<file path="config.mk">
export PLATFORM = sky130hd
export DESIGN_NAME = hazard_unit_flat
export DESIGN_NICKNAME = d
export VERILOG_FILES = /design/src/rtl/cpu_types_pkg.sv /design/src/rtl/hazard_unit_if.sv /design/src/rtl/perf_counter.sv /design/src/rtl/hazard_unit.sv /design/src/flat_wrapper.sv
export SDC_FILE = /design/constraint.sdc
export NUM_CORES = 1
export LEC_CHECK = 0
export BUFFER_PORTS_ARGS = -buffer_cell sky130_fd_sc_hd__buf_4
export CAP_MARGIN = 25
export CORE_ASPECT_RATIO = 1.5
export CORE_UTILIZATION = 23
export DETAILED_ROUTE_END_ITERATION = 10
export GPL_ROUTABILITY_DRIVEN = 1
export MAX_ROUTING_LAYER = met4
export PLACE_DENSITY = 0.49
export SKIP_CTS_REPAIR_TIMING = 1
export SYNTH_ARGS = -nofsm -noshare
export SYNTH_HDL_FRONTEND = slang
export SYNTH_SLANG_ARGS = --single-unit
</file>
<file path="constraint.sdc">
create_clock -name CLK -period 2.1 [get_ports CLK]
set_clock_uncertainty 0.2 [all_clocks]
set_input_delay 0.21 -clock CLK [delete_from_list [all_inputs] [get_ports CLK]]
set_output_delay 0.21 -clock CLK [all_outputs]
set_load 0.005 [all_outputs]
</file>
<file path="src/rtl/cpu_types_pkg.sv">
// Shared CPU types plus the latch-enable/flush bundle used by the hazard unit.
package cpu_types_pkg;

  typedef logic [4:0] regbits_t;

  typedef enum logic [1:0] {
    RUN     = 2'd0,
    MEMWAIT = 2'd1,
    HALTED  = 2'd2
  } hazstate_t;

  typedef struct packed {
    logic pc_en;
    logic ifid_en;
    logic idex_en;
    logic exmem_en;
    logic memwb_en;
    logic ifid_flush;
    logic idex_flush;
    logic exmem_flush;
  } hazctl_t;

  localparam hazctl_t CTL_RUN    = hazctl_t'(8'b1111_1000);
  localparam hazctl_t CTL_FROZEN = hazctl_t'(8'b0000_0000);

  // Branch flush wins over the load-use bubble, which wins over an icache miss.
  function automatic hazctl_t run_rules(input logic ihit, input logic load_use,
                                        input logic pcsrc);
    hazctl_t c;
    c = CTL_RUN;
    if (pcsrc) begin
      c.ifid_flush  = 1'b1;
      c.idex_flush  = 1'b1;
      c.exmem_flush = 1'b1;
    end else if (load_use) begin
      c.pc_en      = 1'b0;
      c.ifid_en    = 1'b0;
      c.idex_flush = 1'b1;
    end else if (!ihit) begin
      c.pc_en      = 1'b0;
      c.ifid_flush = 1'b1;
    end
    return c;
  endfunction

endpackage

</file>
<file path="src/rtl/hazard_unit_if.sv">
// Signal bundle between the pipeline datapath and the hazard unit.
interface hazard_unit_if #(parameter int CNT_W = 32);
  import cpu_types_pkg::*;

  regbits_t         ifid_rs;
  regbits_t         ifid_rt;
  logic             idex_MemRd;
  regbits_t         idex_wsel;
  logic             exmem_pcsrc;
  logic             exmem_dREN;
  logic             exmem_dWEN;
  logic             dhit;
  logic             ihit;
  logic             exmem_halt;
  logic             pc_en;
  logic             ifid_en;
  logic             idex_en;
  logic             exmem_en;
  logic             memwb_en;
  logic             ifid_flush;
  logic             idex_flush;
  logic             exmem_flush;
  hazstate_t        state;
  logic [CNT_W-1:0] stall_cnt;
  logic [CNT_W-1:0] flush_cnt;

  modport hu (
    input  ifid_rs, ifid_rt, idex_MemRd, idex_wsel, exmem_pcsrc,
           exmem_dREN, exmem_dWEN, dhit, ihit, exmem_halt,
    output pc_en, ifid_en, idex_en, exmem_en, memwb_en,
           ifid_flush, idex_flush, exmem_flush, state, stall_cnt, flush_cnt
  );
endinterface

</file>
<file path="src/rtl/perf_counter.sv">
// Free-running event counter, wraps modulo 2^CNT_W.
module perf_counter #(
  parameter int CNT_W = 32
) (
  input  logic             CLK,
  input  logic             nRST,
  input  logic             inc,
  output logic [CNT_W-1:0] count
);

  always_ff @(posedge CLK or negedge nRST) begin
    if (!nRST) begin
      count <= '0;
    end else if (inc) begin
      count <= count + CNT_W'(1);
    end
  end

endmodule

</file>
<file path="src/rtl/hazard_unit.sv">
// Pipeline hazard control: load-use stalls, branch flushes, dcache waits, halt.
module hazard_unit #(
  parameter int CNT_W = 32
) (
  input logic        CLK,
  input logic        nRST,
  hazard_unit_if.hu  hu
);
  import cpu_types_pkg::*;

  hazstate_t state_q;
  hazstate_t state_d;
  hazctl_t   ctl;
  logic      load_use;
  logic      mem_req;
  logic      stall_inc;

  assign load_use = hu.idex_MemRd && (hu.idex_wsel != '0) &&
                    ((hu.idex_wsel == hu.ifid_rs) || (hu.idex_wsel == hu.ifid_rt));
  assign mem_req  = hu.exmem_dREN || hu.exmem_dWEN;

  always_comb begin
    ctl     = CTL_RUN;
    state_d = state_q;
    case (state_q)
      RUN: begin
        if (mem_req && !hu.dhit) begin
          ctl     = CTL_FROZEN;
          state_d = MEMWAIT;
        end else begin
          ctl = run_rules(hu.ihit, load_use, hu.exmem_pcsrc);
          if (hu.exmem_halt) state_d = HALTED;
        end
      end
      MEMWAIT: begin
        if (!hu.dhit) begin
          ctl = CTL_FROZEN;
        end else begin
          // Data returns: retire MEM into WB and bubble EX/MEM behind it.
          ctl             = run_rules(hu.ihit, load_use, hu.exmem_pcsrc);
          ctl.memwb_en    = 1'b1;
          ctl.exmem_flush = 1'b1;
          state_d         = hu.exmem_halt ? HALTED : RUN;
        end
      end
      HALTED: ctl = CTL_FROZEN;
      default: begin
        ctl     = CTL_FROZEN;
        state_d = RUN;
      end
    endcase
    // Held in reset the pipeline free-runs with no bubbles.
    if (!nRST) ctl = CTL_RUN;
  end

  always_ff @(posedge CLK or negedge nRST) begin
    if (!nRST) state_q <= RUN;
    else       state_q <= state_d;
  end

  assign stall_inc = !ctl.pc_en && (state_q != HALTED);

  perf_counter #(.CNT_W(CNT_W)) u_stall_cnt (
    .CLK   (CLK),
    .nRST  (nRST),
    .inc   (stall_inc),
    .count (hu.stall_cnt)
  );

  perf_counter #(.CNT_W(CNT_W)) u_flush_cnt (
    .CLK   (CLK),
    .nRST  (nRST),
    .inc   (ctl.idex_flush),
    .count (hu.flush_cnt)
  );

  assign hu.pc_en       = ctl.pc_en;
  assign hu.ifid_en     = ctl.ifid_en;
  assign hu.idex_en     = ctl.idex_en;
  assign hu.exmem_en    = ctl.exmem_en;
  assign hu.memwb_en    = ctl.memwb_en;
  assign hu.ifid_flush  = ctl.ifid_flush;
  assign hu.idex_flush  = ctl.idex_flush;
  assign hu.exmem_flush = ctl.exmem_flush;
  assign hu.state       = state_q;

endmodule
</file>
<file path="src/flat_wrapper.sv">
// flat-port wrapper written by rule: the top's interface ports become plain ports
module hazard_unit_flat import cpu_types_pkg::*;
#(
  parameter int CNT_W = 32
)
  (CLK, nRST, hu_ifid_rs, hu_ifid_rt, hu_idex_MemRd, hu_idex_wsel, hu_exmem_pcsrc, hu_exmem_dREN, hu_exmem_dWEN, hu_dhit, hu_ihit, hu_exmem_halt, hu_pc_en, hu_ifid_en, hu_idex_en, hu_exmem_en, hu_memwb_en, hu_ifid_flush, hu_idex_flush, hu_exmem_flush, hu_state, hu_stall_cnt, hu_flush_cnt);
  hazard_unit_if #(.CNT_W(CNT_W)) hu_i ();
  input logic CLK;
  input logic nRST;
  input wire logic [$bits(hu_i.ifid_rs)-1:0] hu_ifid_rs;
  input wire logic [$bits(hu_i.ifid_rt)-1:0] hu_ifid_rt;
  input wire logic [$bits(hu_i.idex_MemRd)-1:0] hu_idex_MemRd;
  input wire logic [$bits(hu_i.idex_wsel)-1:0] hu_idex_wsel;
  input wire logic [$bits(hu_i.exmem_pcsrc)-1:0] hu_exmem_pcsrc;
  input wire logic [$bits(hu_i.exmem_dREN)-1:0] hu_exmem_dREN;
  input wire logic [$bits(hu_i.exmem_dWEN)-1:0] hu_exmem_dWEN;
  input wire logic [$bits(hu_i.dhit)-1:0] hu_dhit;
  input wire logic [$bits(hu_i.ihit)-1:0] hu_ihit;
  input wire logic [$bits(hu_i.exmem_halt)-1:0] hu_exmem_halt;
  output wire logic [$bits(hu_i.pc_en)-1:0] hu_pc_en;
  output wire logic [$bits(hu_i.ifid_en)-1:0] hu_ifid_en;
  output wire logic [$bits(hu_i.idex_en)-1:0] hu_idex_en;
  output wire logic [$bits(hu_i.exmem_en)-1:0] hu_exmem_en;
  output wire logic [$bits(hu_i.memwb_en)-1:0] hu_memwb_en;
  output wire logic [$bits(hu_i.ifid_flush)-1:0] hu_ifid_flush;
  output wire logic [$bits(hu_i.idex_flush)-1:0] hu_idex_flush;
  output wire logic [$bits(hu_i.exmem_flush)-1:0] hu_exmem_flush;
  output wire logic [$bits(hu_i.state)-1:0] hu_state;
  output wire logic [$bits(hu_i.stall_cnt)-1:0] hu_stall_cnt;
  output wire logic [$bits(hu_i.flush_cnt)-1:0] hu_flush_cnt;
  assign hu_i.ifid_rs = hu_ifid_rs;
  assign hu_i.ifid_rt = hu_ifid_rt;
  assign hu_i.idex_MemRd = hu_idex_MemRd;
  assign hu_i.idex_wsel = hu_idex_wsel;
  assign hu_i.exmem_pcsrc = hu_exmem_pcsrc;
  assign hu_i.exmem_dREN = hu_exmem_dREN;
  assign hu_i.exmem_dWEN = hu_exmem_dWEN;
  assign hu_i.dhit = hu_dhit;
  assign hu_i.ihit = hu_ihit;
  assign hu_i.exmem_halt = hu_exmem_halt;
  assign hu_pc_en = hu_i.pc_en;
  assign hu_ifid_en = hu_i.ifid_en;
  assign hu_idex_en = hu_i.idex_en;
  assign hu_exmem_en = hu_i.exmem_en;
  assign hu_memwb_en = hu_i.memwb_en;
  assign hu_ifid_flush = hu_i.ifid_flush;
  assign hu_idex_flush = hu_i.idex_flush;
  assign hu_exmem_flush = hu_i.exmem_flush;
  assign hu_state = hu_i.state;
  assign hu_stall_cnt = hu_i.stall_cnt;
  assign hu_flush_cnt = hu_i.flush_cnt;
  hazard_unit #(.CNT_W(CNT_W)) u_core (.CLK(CLK), .nRST(nRST), .hu(hu_i));
endmodule
</file>
# == After elaboration in Yosys (flattened, before gate mapping) ==
# Cells that the tools add are included.
# totals
in_bits,24
register_bits,66
out_inout_bits,74
# classes
bitwise,1
n_reduce_logical,11
n_mux,18
n_eq_ne,7
add_sub_neg,2
# ops
operator,n
"adder 32 x 1 -> 32 bit, second input constant",2
2-to-1 mux 8 bit,3
case mux 8 bit (2 select lines),1
2-to-1 mux 2 bit,6
equality test 5 bit,2
2-to-1 mux 1 bit,7
case mux 2 bit (3 select lines),1
nonzero test 5 bit,1
logical AND 1 bit,4
"!= test 2 bit, second input constant",2
"!= test 3 x 2 -> 1 bit, second input constant",1
AND reduction 3 bit,1
"equality test 2 x 1 -> 1 bit, second input constant",1
"equality test 2 bit, second input constant",1
zero test 1 bit,2
zero test 2 bit,1
logical OR 1 bit,2
NOT 1 bit,1

# == Longest topological paths before layout ==
# Gate-level depths: netlist of the first run.
# logic_depth
depth_word,10
depth_mapped,8
ltp_nobuf,7

# == Hierarchy ==
# A second synthesis of the first run with hierarchy kept.
# hier_totals
hier_cells,294
hier_area_um2,3249.4
# by_module_without_submodules
mod,area_per_inst_um2,instances,cells_each,seq_area_each_um2
perf_counter,1448.9,2,123,800.8
hazard_unit,351.6,1,48,50.0

# == Worst setup path after synthesis of the first run ==
# Ideal clock, no wire load.
# synth_timing
path_kind,register -> register
start,reg u_core.state_q[0] (netlist: u_core.hu.state[0])
end,reg u_core.u_stall_cnt.count[1]
t_arrival_ns,1.830
period_less_slack_ns,2.154
path_stages_with_launch,7
setup_ns,0.125
required_time_ns,1.775
path_buffers,1
setup_slack_ns,-0.054
path_cell_list,dfrtp_1 or3_4 a211oi_1 or2_2 o31a_1 buf_2 mux2_2
# synth_between
elab_chain_cells,5
# synth_rtl
element,line,text
"start, declared",hazard_unit.sv:11,hazstate_t state_q;
"start signal, assigned",hazard_unit.sv:58,else state_q <= state_d;
equality test 2 x 1 -> 1 bit or zero test 2 bit (tied branches),hazard_unit.sv:25,case (state_q)
case mux 8 bit (2 select lines),hazard_unit.sv:25,
2-to-1 mux 8 bit,hazard_unit.sv:53,if (!nRST) ctl = CTL_RUN;
zero test 1 bit,hazard_unit.sv:61,assign stall_inc = !ctl.pc_en && (state_q != HALTED);
logical AND 1 bit *,hazard_unit.sv:61,
"end signal, assigned",perf_counter.sv:15,count <= count + CNT_W'(1);
"end, declared",perf_counter.sv:8,output logic [CNT_W-1:0] count
# Mark *: on every way between the ends. The rest lies on a longest branch, timed or not.
# A chain may end at the register's enable or synchronous reset.

# == Worst setup path after layout of the first run ==
# layout_timing
start,reg u_core.state_q[0] (netlist: u_core.hu.state[0])
end,out hu_idex_flush
# layout_between
elab_chain_cells,3
# layout_rtl
element,line,text
equality test 2 x 1 -> 1 bit or zero test 2 bit (tied branches),hazard_unit.sv:25,
case mux 8 bit (2 select lines) *,hazard_unit.sv:25,
2-to-1 mux 8 bit *,hazard_unit.sv:53,
"end, declared",flat_wrapper.sv:26,output wire logic [$bits(hu_i.idex_flush)-1:0] hu_idex_flush;
# Marks and branches as above.

==> flow_summary.json, run 1 <==
{
  "syn_nets": 353,
  "antenna_cells": 0,
  "clkLatencyLatePin_ps": 320,
  "grt_pass1_vias": 3075,
  "whs_ps": -162.2,
  "switching_share_pct": 27.28,
  "power_density_nw_per_um2": 751.7,
  "fin_tns_setup_ps": -778.6,
  "syn-instance-count": 327,
  "maxSlewHeadroom_pct": 58.39,
  "clockPowerShare_pct": 36.9,
  "seqCellArea_sq_um": 1652,
  "rows": 54,
  "die_area_sq_um": 15640,
  "core_sq_um": 14660,
  "dpl.hpwl_microns": 7028,
  "grt_overflow_total": 0,
  "setup_violations": 24,
  "clock-root-buffer": "clkbuf_16",
  "post_drt_via_cell_ratio": 4.271,
  "cts_sinks": 66,
  "max_freq_mhz": 457.7,
  "io_pins": 98,
  "syn2layout_area_growth_pct": 59.13,
  "cts_tree": "yes",
  "post-route-period-util_pct": 104.0,
  "first_iter_violations": 49,
  "required_ps": 1690,
  "fp.dieW_microns": 102.4,
  "rsz0062_at_grt": "yes",
  "final_common_cell": "buf_4",
  "utilization_pct": 37.78,
  "period_needed_ps": 2185,
  "cp_max_fo": 7,
  "drc": 0,
  "portBuffers": 97,
  "internal_power_w": 0.003028,
  "pwr-share-comb_pct": 27.1,
  "nFillCells": 1489,
  "cts_buffers": 9,
  "cts_max_path_buffers": 2,
  "max-cap-violations": 0,
  "yosysUniqueCellTypes": 51,
  "path_class": "reg2out",
  "irDropWorstVdd_v": 0.0002959,
  "status": "complete, but fails checks",
  "setup_ws_ps": -84.99,
  "vias": 2994,
  "hold_class": "in2async",
  "finalWirelength_microns": 9334,
  "wl_per_cell_microns": 13.32,
  "nets": 526,
  "slew_violations": 0,
  "violations": "negative hold slack, negative setup slack",
  "initial_core_util_pct": 23.74,
  "crit_arrival_ps": 1770,
  "seqPwrFrac_pct": 36.0,
  "hold_violations": 45,
  "grt_max_degree": 48,
  "multi_input_area_sq_um": 1908,
  "power_switching_w": 0.001136,
  "antenna_found_initial": 0,
  "clkTransAtPathRegs_ps": 60,
  "worst_pin_slew_ps": 624.1,
  "final_cell_mix": "buf_4 (159), dfrtp_1 (66), xnor2_1 (38), xor2_1 (34), nand2_1 (28)",
  "drive_gt1_share_pct": 46.34,
  "fp.dieH_microns": 152.7,
  "grt_pass1_wl_microns": 15060,
  "gr-usage-all-layers_pct": 12.72,
  "syn_avg_cell_area_sq_um": 10.64,
  "h-tree-depth": 3,
  "cp-start-kind": "flip-flop",
  "p_leak_nw": 2.799,
  "ys_warn_count": 0,
  "drt-pass1-iter-count": 4,
  "gp_congestion": 0.7421,
  "ys_ff_latch": 66,
  "worst_setup_path_end_kind": "output pin",
  "syn-cell-area_sq_um": 3481,
  "yosysSeqAreaShare_pct": 47.45,
  "ant_nets": 0
}
-- path summary, 6_finish.rpt --
path / cells past startpoint / slack, ps / endpoint / from
setup / recovery: 6 / -80 / hu_idex_flush / u_core.hu.state[0]
hold reg to reg: 1 / 270 / u_core.u_stall_cnt.count[31] / u_core.u_stall_cnt.count[31]
max in group asynchronous: 4 / 1200 / u_core.u_flush_cnt.count[9] / nRST
min in group CLK: 3 / 0 / u_core.hu.state[0] / hu_exmem_dREN
hold / removal: 2 / -160 / u_core.u_stall_cnt.count[0] / nRST
setup reg to reg: 7 / -80 / u_core.u_flush_cnt.count[17] / u_core.hu.state[0]
-- power groups by stage --
| stage | clock (W) | combinational [W] | sequential (W) |
|---|---|---|---|
| 2_1_floorplan | 0 | 0.000361 | 0.00155 |
| 3_3_place_gp | 0 | 0.00103 | 0.00151 |
| 3_5_place_dp | 0 | 0.00104 | 0.00152 |
| 4_1_cts | 0.00158 | 0.00105 | 0.00150 |
| 5_1_grt | 0.00165 | 0.00123 | 0.00152 |
| 6_report | 0.00154 | 0.00113 | 0.00150 |
-- Yosys cell counts, drive strengths merged --
cell | instances | area (sq um)
a21o | 1 | 7.510
nor4b | 2 | 38.78
xnor2 | 38 | 332.8
and4 | 1 | 11.26
nand2 | 30 | 112.6
nor3b | 4 | 30.03
dfrtp | 66 | 1652
a21oi | 3 | 18.77
xor2 | 34 | 297.8
nor2b | 1 | 6.260
a211oi | 1 | 7.510
ha | 2 | 25.02
a211o | 1 | 8.760
o31a | 1 | 8.760
or3 | 1 | 11.26
or2 | 3 | 18.77
a2bb2oi | 1 | 26.28
nor4 | 13 | 150.1
nand3b | 1 | 7.510
o21ai | 3 | 18.77
nor3 | 21 | 120.1
inv | 16 | 60.05
o22ai | 1 | 12.51
or4 | 3 | 26.27
a21boi | 1 | 7.510
and3 | 7 | 48.80
a22oi | 1 | 21.27
clkbuf | 3 | 11.26
buf | 7 | 48.79
mux2 | 1 | 11.26
nor2 | 21 | 88.84
nand3 | 14 | 75.07
nand4 | 18 | 118.9
and2 | 1 | 6.260
o22a | 1 | 8.760
nand2b | 4 | 25.02
-- state kept, by name, summed over array words and instances (netlist names) --
signal,cells
u_core.hu.state,2
u_core.u_flush_cnt.count,32
u_core.u_stall_cnt.count,32
-- routing by layer --
metal	routed length, microns	part of all wire [%]	vias up	global-route usage, %
met3	284	3.0	6	2.982
li1	-	-	1464	-
met1	3855	41	1466	14.26
met4	86	0.92	0	3.878
met5	0	0	-	-
met2	5108	55	58	21.87
-- layout make-up --
type / instances / share of cell area, %
multi-input combinational: 235 / 34.45
sequential: 66 / 29.82
timing repair buffer: 172 / 24.60
clock buffer: 12 / 4.631
tap: 196 / 4.427
inverter: 16 / 1.175
clock inverter: 4 / 0.9035
-- worst max-delay path, cell delays in order, from the launching register on --
cell and delay, ps:
dfrtp_1 390, or3_4 350, a211o_1 310, nor2_4 110
a22oi_4 90, clkinv_4 90, buf_4 110
-- kinds of logic (layout without fill, tap and decap cells) --
kind of cell               count (synthesis)  after routing  share of synthesized area, %
AOI/OAI and AO/OA                         15             15                         4.206
adders and majority gates                  2              2                        0.7188
xor gates and xnor gates                  72             72                         18.12
DFF                                       66             66                         47.45
muxes                                      1              1                        0.3235
buffers and inverters                     26            204                         3.450
and+or+nand+nor                          145            145                         25.74
-- stage by stage --
step	instances	instance area (sq um)	total power, W	worst slack, ps
floorplan	327	3483	0.001915	-9.948
global placement	677	4922	0.002543	-155.2
detailed placement	677	4922	0.002559	-178.3
CTS	693	5229	0.004126	-309.1
global route	701	5539	0.004412	-182.6
finish	701	5539	0.004164	-84.99
(Power assumes the default switching activity.)
==> run 2, diff against run 1 <==
- RECOVER_POWER: not set -> 50
==> flow_summary.json, run 2 (synthesized netlist as in run 1, its figures left out) <==
{
  "status": "complete, but fails checks",
  "violations": "negative setup slack",
  "clkLatencyLatePin_ps": 320,
  "cts_sinks": 66,
  "post-route-period-util_pct": 104.0,
  "reg2reg_from": "u_core.hu.state[0]",
  "reg2reg_to": "u_core.u_flush_cnt.count[17]",
  "nFillCells": 1488,
  "antenna_cells": 0,
  "cts_max_path_buffers": 2,
  "die_area_sq_um": 15640,
  "ant_nets": 0,
  "io_pins": 98,
  "cp_max_fo": 7,
  "rsz0062_at_grt": "yes",
  "gp_congestion": 0.7421,
  "grt_pass1_vias": 3075,
  "max-cap-violations": 0,
  "irDropWorstVdd_v": 0.0002960,
  "final_common_cell": "buf_4",
  "hold_path_depth": 3,
  "rows": 54,
  "core_sq_um": 14660,
  "dpl.cell_count": 677,
  "fp.dieH_microns": 152.7,
  "final_cell_mix": "buf_4 (158), dfrtp_1 (66), xnor2_1 (38), xor2_1 (34), nand2_1 (28)",
  "gr-usage-all-layers_pct": 12.72,
  "fp.dieW_microns": 102.4,
  "drt-pass1-iter-count": 4,
  "path_class": "reg2reg",
  "placed_area_sq_um": 4922,
  "vias": 2984,
  "slew_violations": 0,
  "worst_pin_slew_ps": 1205,
  "finalWirelength_microns": 9327,
  "hp-start": "hu_exmem_dREN",
  "first_iter_violations": 61,
  "power_density_nw_per_um2": 751.7,
  "hold_violations": 0,
  "drive_gt1_share_pct": 46.34,
  "antenna_found_initial": 0,
  "clkTransAtPathRegs_ps": 60,
  "nets": 526,
  "portBuffers": 97,
  "required_ps": 2140,
  "grt_max_degree": 48,
  "crit_arrival_ps": 2220,
  "period_needed_ps": 2183,
  "cts_buffers": 9,
  "h-tree-depth": 3,
  "final_area_sq_um": 5537,
  "ff2ff_path_depth": 7,
  "p_leak_nw": 2.798,
  "worst_setup_path_end_kind": "flip-flop",
  "instances_no_fill": 701,
  "multi_input_area_sq_um": 1908,
  "cp-start-kind": "flip-flop",
  "post_drt_via_cell_ratio": 4.257,
  "setup_ws_ps": -83.04,
  "hold_class": "in2reg",
  "cts_tree": "yes",
  "clock-root-buffer": "clkbuf_16",
  "hold_end": "u_core.hu.state[0]",
  "utilization_pct": 37.76,
  "r2r_setup_slack_ps": -80,
  "grt_overflow_total": 0,
  "drc": 0,
  "seqCellArea_sq_um": 1652,
  "grt_pass1_wl_microns": 15060,
  "max_freq_mhz": 458.1,
  "syn2layout_area_growth_pct": 59.06,
  "dp_slack_ps": -178.3,
  "wl_per_cell_microns": 13.31,
  "dpl.hpwl_microns": 7028,
  "setup_violations": 24,
  "initial_core_util_pct": 23.74,
  "p_total_w": 0.004162,
  "maxSlewHeadroom_pct": 19.64
}
## run 2: changes by cell type in the layout (fill, tap and decap cells not counted), sizes merged
cell,delta
clkbuf,+1
buf,-1
## run 2: layout make-up
type                       count  share of cell area, %
clock buffer                  12                  4.633
inverter                      16                  1.175
timing repair buffer         172                  24.56
multi-input combinational    235                  34.46
sequential                    66                  29.83
clock inverter                 4                 0.9040
tap                          196                  4.429
## run 2: stage by stage
stage               hold WS (ps)  TNS, ps
finish                    0.9515   -786.6
global route               31.93    -6409
CTS                       -295.4    -2987
detailed placement         61.08    -4955
global placement           58.79    -3633
floorplan                 -285.6   -18.28
## run 2: critical path, cell delays in order (launching register included)
cell,delay [ps]
dfrtp_1,390
or3_4,350
a211o_1,310
nor2_4,110
a22oi_4,90
buf_4,190
nor4_4,280
xor2_1,180
## run 2: routing by layer
| layer | vias up | wire length [microns] | GRT usage (%) |
|---|---|---|---|
| met3 | 6 | 284 | 2.982 |
| met5 | - | 0 | - |
| met2 | 58 | 5127 | 21.87 |
| met1 | 1457 | 3829 | 14.26 |
| li1 | 1463 | - | - |
| met4 | 0 | 86 | 3.878 |
## run 2: how the worst max path moves through the flow
stage | from | cells after the start | to
2_1_floorplan | u_core.hu.state[0] | 6 | u_core.u_stall_cnt.count[1]
3_3_place_gp | hu_idex_wsel[0] | 5 | u_core.u_stall_cnt.count[1]
3_5_place_dp | hu_idex_wsel[0] | 5 | u_core.u_stall_cnt.count[1]
4_1_cts | u_core.hu.state[0] | 6 | hu_idex_flush
5_1_grt | u_core.hu.state[0] | 7 | u_core.u_flush_cnt.count[17]
6_report | u_core.hu.state[0] | 7 | u_core.u_flush_cnt.count[17]
## run 2: report_power, final
group	internal, W	switching [W]
clock	0.000982	0.000553
combinational	0.000652	0.000474
sequential	0.00139	0.000108
total	0.00303	0.00113
==> run 3, diff against run 2 <==
- TNS_END_PERCENT: not set -> 10
==> flow_summary.json, run 3 (synthesized netlist as in run 1, its figures left out) <==
{
  "rows": 54,
  "drive_gt1_share_pct": 45.18,
  "io_pins": 98,
  "drc": 0,
  "p_total_w": 0.004040,
  "final_area_sq_um": 5424,
  "cts_buffers": 9,
  "setup_violations": 15,
  "h-tree-depth": 3,
  "status": "complete, but fails checks",
  "period_needed_ps": 2194,
  "grt_max_degree": 50,
  "post_drt_via_cell_ratio": 4.326,
  "rsz0062_at_grt": "yes",
  "r2r_setup_slack_ps": -70,
  "final_common_cell": "buf_4",
  "worst_setup_path_end_kind": "output pin",
  "antenna_found_initial": 0,
  "fp.dieH_microns": 152.7,
  "crit_arrival_ps": 1780,
  "reg2reg_to": "u_core.u_flush_cnt.count[29]",
  "cp_max_fo": 3,
  "reg2reg_from": "u_core.hu.state[0]",
  "nets": 519,
  "cts_sinks": 66,
  "maxSlewHeadroom_pct": 39.58,
  "portBuffers": 97,
  "p_leak_nw": 2.673,
  "max-cap-violations": 0,
  "utilization_pct": 36.99,
  "clkLatencyLatePin_ps": 330,
  "ant_nets": 0,
  "ff2ff_path_depth": 7,
  "cp-start-kind": "flip-flop",
  "grt_overflow_total": 0,
  "post-route-period-util_pct": 104.5,
  "antenna_cells": 0,
  "initial_core_util_pct": 23.74,
  "finalWirelength_microns": 9470,
  "final_cell_mix": "buf_4 (125), dfrtp_1 (66), xnor2_1 (38), xor2_1 (34), nand2_1 (28)",
  "gp_congestion": 0.7497,
  "cts_tree": "yes",
  "wl_per_cell_microns": 13.65,
  "fp.dieW_microns": 102.4,
  "gr-usage-all-layers_pct": 13.03,
  "fin_tns_setup_ps": -732.7,
  "max_freq_mhz": 455.7,
  "path_class": "reg2out",
  "grt_pass1_vias": 3081,
  "violations": "negative setup slack",
  "cts_max_path_buffers": 2,
  "drt-pass1-iter-count": 4,
  "grt_pass1_wl_microns": 15280,
  "first_iter_violations": 46,
  "clock-root-buffer": "clkbuf_16",
  "dpl.hpwl_microns": 7095,
  "nFillCells": 1483,
  "core_sq_um": 14660,
  "power_density_nw_per_um2": 744.8,
  "hold_class": "in2async",
  "required_ps": 1690,
  "worst_pin_slew_ps": 903.3,
  "seqCellArea_sq_um": 1652,
  "die_area_sq_um": 15640,
  "vias": 3002,
  "multi_input_area_sq_um": 1883,
  "syn2layout_area_growth_pct": 55.82,
  "placed_area_sq_um": 4892,
  "clkTransAtPathRegs_ps": 60,
  "slew_violations": 0,
  "setup_ws_ps": -94.33,
  "irDropWorstVdd_v": 0.0003383,
  "hold_violations": 0
}
run 3: layout make-up:
class / instances / area share [%]
multi-input cells: 235 / 34.72
clock inverters: 3 / 0.4152
repair buffers: 165 / 23.71
inverters: 16 / 1.200
clock buffers: 13 / 4.983
flip-flops and latches: 66 / 30.45
well taps: 196 / 4.521
run 3: routing by layer:
layer | track usage [%] | part of all wire, % | vias up
met5 | - | 0 | -
met4 | 5.238 | 1.5 | 0
met3 | 2.752 | 3.9 | 10
met2 | 21.87 | 53 | 73
met1 | 14.74 | 41 | 1463
li1 | - | - | 1456
run 3: stage by stage:
step                cells  setup WS (ps)  hold WS (ps)
CTS                   689         -293.5        -316.4
finish                694         -94.33         8.200
global route          694         -168.1         37.54
floorplan             327         -9.948        -285.6
global placement      673         -98.86         46.48
detailed placement    673         -121.1         45.03
run 3: worst max-delay path by stage:
| stage | endpoint | slack [ps] | start |
|---|---|---|---|
| 3_5_place_dp | u_core.u_stall_cnt.count[19] | -120 | hu_idex_wsel[0] |
| 2_1_floorplan | u_core.u_stall_cnt.count[1] | -10 | u_core.hu.state[0] |
| 6_report | hu_ifid_flush | -90 | u_core.hu.state[0] |
| 5_1_grt | u_core.u_flush_cnt.count[22] | -170 | u_core.hu.state[0] |
| 4_1_cts | hu_idex_flush | -290 | u_core.hu.state[0] |
| 3_3_place_gp | u_core.u_stall_cnt.count[17] | -100 | hu_idex_wsel[0] |
run 3: report_power, final:
part           internal, W  leakage [nW]  switching, W  total [W]
clock network     0.000896         0.134      0.000571    0.00147
logic             0.000604          1.69      0.000472    0.00108
registers          0.00139         0.853      0.000103    0.00150
run 3: critical path: stages (launching register included):
cell and delay, ps:
dfrtp_1 370, or3_4 360, a211o_1 320, buf_4 160, nor2_2 120, buf_4 120
